### config.mk
export PLATFORM = sky130hd
export DESIGN_NAME = sram_access_controller
export DESIGN_NICKNAME = d
export VERILOG_FILES = /design/src/rtl/sram_access_controller.sv
export SDC_FILE = /design/constraint.sdc
export NUM_CORES = 1
export LEC_CHECK = 0
export ABC_AREA = 1
export BUFFER_PORTS_ARGS = -buffer_cell sky130_fd_sc_hd__buf_2
export CORE_UTILIZATION = 54
export DETAILED_ROUTE_END_ITERATION = 8
export HOLD_SLACK_MARGIN = 0.02
export PLACE_DENSITY = 0.75
export SYNTH_ARGS = -nofsm -noshare
export SYNTH_HDL_FRONTEND = slang
export SYNTH_SLANG_ARGS = --single-unit
### constraint.sdc
create_clock -name Clock -period 1.6 [get_ports Clock]
set_input_delay 0.32 -clock Clock [delete_from_list [all_inputs] [get_ports Clock]]
set_output_delay 0.32 -clock Clock [all_outputs]
set_load 0.02 [all_outputs]
### src/rtl/sram_access_controller.sv
// sram_access_controller: SRAM chip-select/strobe sequencer for the 68k bus with wait states, recovery and multi-block fault hold-off
module sram_access_controller #(
  parameter int WAIT_STATES = 2,
  parameter int CNT_W       = 4
) (
  input  logic       Clock,
  input  logic       Reset_L,
  input  logic       AS_L,
  input  logic       UDS_L,
  input  logic       LDS_L,
  input  logic       RW,
  input  logic       Block0_H,
  input  logic       Block1_H,
  input  logic       Block2_H,
  input  logic       Block3_H,
  output logic [3:0] SRam_CE_L,
  output logic       SRam_OE_L,
  output logic       SRam_WE_L,
  output logic       SRam_UB_L,
  output logic       SRam_LB_L,
  output logic       Dtack_L,
  output logic       BlockError_H
);
  typedef enum logic [2:0] {IDLE, ACCESS, ACK, RECOVER, FAULT} state_t;
  state_t state, state_n;
  logic [CNT_W-1:0] cnt, cnt_n;
  logic [3:0] blocks, ce_n;
  logic oe_n, we_n, ub_n, lb_n, dtack_n, err_n, req, rel;
  assign blocks = {Block3_H, Block2_H, Block1_H, Block0_H};
  assign req = !AS_L && (!UDS_L || !LDS_L) && |blocks;
  always_comb begin
    state_n = state;
    cnt_n   = cnt;
    ce_n    = SRam_CE_L;
    oe_n    = SRam_OE_L;
    we_n    = SRam_WE_L;
    ub_n    = SRam_UB_L;
    lb_n    = SRam_LB_L;
    dtack_n = Dtack_L;
    err_n   = BlockError_H;
    rel     = 1'b0;
    case (state)
      IDLE:
        if (req && $onehot(blocks)) begin
          state_n = ACCESS;
          cnt_n   = CNT_W'(WAIT_STATES);
          ce_n    = ~blocks;
          oe_n    = !RW;
          we_n    = RW;
          ub_n    = UDS_L;
          lb_n    = LDS_L;
        end else if (req) begin
          state_n = FAULT;
          err_n   = 1'b1;
        end
      ACCESS:
        if (AS_L) rel = 1'b1;
        else if (cnt != '0) cnt_n = cnt - CNT_W'(1);
        else begin
          state_n = ACK;
          dtack_n = 1'b0;
          we_n    = 1'b1;
        end
      ACK, FAULT: rel = AS_L;
      default: state_n = IDLE;
    endcase
    // every exit from a bus cycle releases all outputs together and spends one cycle in RECOVER
    if (rel) begin
      state_n = RECOVER;
      ce_n    = 4'hF;
      oe_n    = 1'b1;
      we_n    = 1'b1;
      ub_n    = 1'b1;
      lb_n    = 1'b1;
      dtack_n = 1'b1;
      err_n   = 1'b0;
    end
  end
  always_ff @(posedge Clock or negedge Reset_L)
    if (!Reset_L) begin
      state        <= IDLE;
      cnt          <= '0;
      SRam_CE_L    <= 4'hF;
      SRam_OE_L    <= 1'b1;
      SRam_WE_L    <= 1'b1;
      SRam_UB_L    <= 1'b1;
      SRam_LB_L    <= 1'b1;
      Dtack_L      <= 1'b1;
      BlockError_H <= 1'b0;
    end else begin
      state        <= state_n;
      cnt          <= cnt_n;
      SRam_CE_L    <= ce_n;
      SRam_OE_L    <= oe_n;
      SRam_WE_L    <= we_n;
      SRam_UB_L    <= ub_n;
      SRam_LB_L    <= lb_n;
      Dtack_L      <= dtack_n;
      BlockError_H <= err_n;
    end
endmodule

==> metrics.md <==
| Metric | Value |
|---|---|
| # setup viols final | `15` |
| Lkg Pwr | `around 0.75 nW` |
| Maximum clock frequency | `526.0 MHz` |
| Post-Layout Cell Count | `190` |
| Clk_skew | `about 3.6 ps` |
| Max-cap viol count | `0` |
| DP HPWL | `~1800 um` |
| Status | `complete, but fails checks` |
| Unrepaired setup endpoints after global routing | `true` |
| Die W | `about 47 um` |
| Post-Syn Area | `~1100 sq um` |
| Cell variety after synth | `26` |
| Site Rows | `16` |
| Endpoint class of the critical path | `flop` |
| Leading area contributor after synthesis | `dfstp_2` |
| Drt pass-1 iters | `4` |
| DR vias | `~950` |
| Sink Count | `17` |
| Setup tns final | `-3914 ps` |
| Max-slew headroom | `0.7346` |
| Setup ws final | `-301.2 ps` |
| H-Tree Depth | `1` |
| #FFs+latches synth | `17` |
| Critical Path Start Type | `input port` |
| Worst EP arrival | `2090 ps` |
| Synth area leaders | `dfstp_2, dfrtp_1, nand2_1` |
| Failing checks | `negative setup slack` |
| Vias in the first global route | `between 800 and 900` |
| Tot GR Track Use | `0.2425` |
| Setup Crit Path Kind | `input port to flop` |
| Worst-path clk slew | `100 ps` |
| First-pass GRT wire length | `3732 um` |
| Grt total ovfl | `0` |
| Min Tclk post-route | `around 1900 ps` |
| Mapped Cells | `roughly 130` |
| Starting density of the core | `0.5709` |
| Avg Cell Area, Syn | `between 8 and 9 sq um` |
| Design Power | `between 2 and 2.5 mW` |
| Root Driver | `clkbuf_4` |
| Primary FF master, synth | `dfstp_2` |
| Slew @ Worst Pin | `around 400 ps` |
| Top cell type's share of synthesized area | `0.2133` |
| Area grow syn2layout | `27.09%` |
| Ys Warns | `0` |
| Fillcell total | `~150` |
| DRT antenna net count | `0` |
| I/O Buffers | `19` |
| Synth top cells by count | `nand2_1, inv_1, nand3_1` |
| # IOs | `20` |
| Share of layout cells above drive strength 1 | `0.4417` |
| Worst IR Drop VDD | `approximately 0.0011 V` |
| Initial DRC count | `23` |
| # diodes | `0` |
| Post-synthesis sequential area ratio | `0.3939` |
| Worst Path Required | `between 1500 and 2000 ps` |
| Post-Place Cells | `approximately 180` |
| Util after Layout | `0.7255` |
| Core ar. | `approximately 1900 sq um` |
| Remaining DRCs | `0` |
| Largest net degree at the start of global routing | `20` |
| Final Max Slew Viols | `0` |
| Routed wire per std cell | `about 12 um` |
| Final GP Congestion | `0.7736` |
| Worst min path class | `input port to flop` |
| Post-Route WL | `between 2000 and 2500 um` |
| Worst-path fanout max | `6` |
| Most frequent cell after synthesis | `nand2_1` |
| Syn_nets | `149` |
| Initial antenna violation count | `0` |
| # nets final | `180` |
| Inserted Clock Buffers | `3` |
| Die Area | `roughly 2200 sq um` |
| Max clock buf depth | `2` |
| Fin. Hold Viols | `0` |
| Number of flops mapped to enable cells by yosys | `0` |
| CTS tree | `yes` |
| Die H | `~47 um` |
| Final worst path period share | `1.188` |
| Power Density | `between 1500 and 2000 nW/um^2` |
| Ys async rst share | `1.000` |
| Routed vias/inst | `5.011` |
| Skew-Pair Late Insertion Delay | `around 290 ps` |
## stage by stage
stage	instance area, sq um	worst slack (ps)	hold slack (ps)
floorplan	1152	-457.6	24.41
global placement	1308	-634.3	261.0
detailed placement	1308	-730.0	266.6
CTS	1381	-269.0	257.0
global route	1409	-329.4	250.7
finish	1409	-301.2	237.2
## flip-flops by register name (all words and copies together) (netlist names)
register / flops
BlockError_H: 1
Dtack_L: 1
SRam_UB_L: 1
cnt: 4
SRam_WE_L: 1
SRam_LB_L: 1
state: 3
SRam_OE_L: 1
SRam_CE_L: 4
## worst paths after layout
| path | from | to | slack, ps | cells after the start |
|---|---|---|---|---|
| min | Block0_H | SRam_CE_L[0] | 240 | 4 |
| max in group asynchronous | Reset_L | SRam_CE_L[2] | 800 | 2 |
| min reg2reg | SRam_CE_L[2] | SRam_CE_L[2] | 470 | 2 |
| max | Block1_H | cnt[3] | -300 | 11 |
| max reg2reg | state[2] | SRam_UB_L | 210 | 7 |
| min in group asynchronous | Reset_L | state[1] | 470 | 2 |
## layer usage
metal,up-vias,share of wire,track usage
met5,-,0,0
met1,455,0.43,0.2986
met4,0,0.0051,0.06857
li1,484,-,-
met3,2,0.023,0.05000
met2,11,0.54,0.4247
## kinds of logic (layout without fill, tap and decap cells)
family | count (synthesis) | in the layout | share of synthesized area
and+or+nand+nor | 86 | 86 | 0.4131
DFF | 17 | 17 | 0.3939
adders and majority gates | 6 | 6 | 0.07449
buffers and inverters | 18 | 48 | 0.07788
xor gates and xnor gates | 2 | 2 | 0.01580
AOI/OAI and AO/OA | 4 | 4 | 0.02483
## timing repair
item                       CTS  global route
setup buffers                0             1
hold buffers                 1             0
gates resized for setup      9             6
setup endpoints to repair   15            15
hold endpoints to repair     8             0
pin swaps                    7             6
## report_power, final
part / internal [mW] / switching (mW)
registers: 0.698 / 0.148
logic: 0.485 / 0.827
clock network: 0.0930 / 0.145
## area by class of cell
class / instances / area [sq um] / share of cell area
clock buffer: 3 / 22.52 / 0.01599
clock inverter: 1 / 5.005 / 0.003552
inverter: 16 / 70.07 / 0.04973
multi-input combinational: 98 / 641.9 / 0.4556
sequential: 17 / 436.7 / 0.3099
tap: 27 / 33.78 / 0.02398
timing repair buffer: 28 / 198.9 / 0.1412
## worst max-delay path, cell delays in order
cell     delay (ps)
buf_8            80
inv_4            30
fa_1            550
inv_2            50
ha_4            150
ha_4            210
nor3b_4         220
nand4_4         200
buf_6           180
nand3_2          40
nand2_1          50
## cells in the final DEF (no fill, tap or decap), types with 2 or more instances in the layout
cell type  count
buf_6          5
dfstp_2        9
ha_1           3
clkbuf_4       3
ha_4           2
nand2_2        5
nand2_4        2
inv_1         10
nand3_1        7
inv_2          4
nand4_1        2
dfrtp_1        8
buf_4          5
nor2_1         8
nand2_1       46
buf_2         16
nand3_2       11
Power figures use the tool's default switching activity.
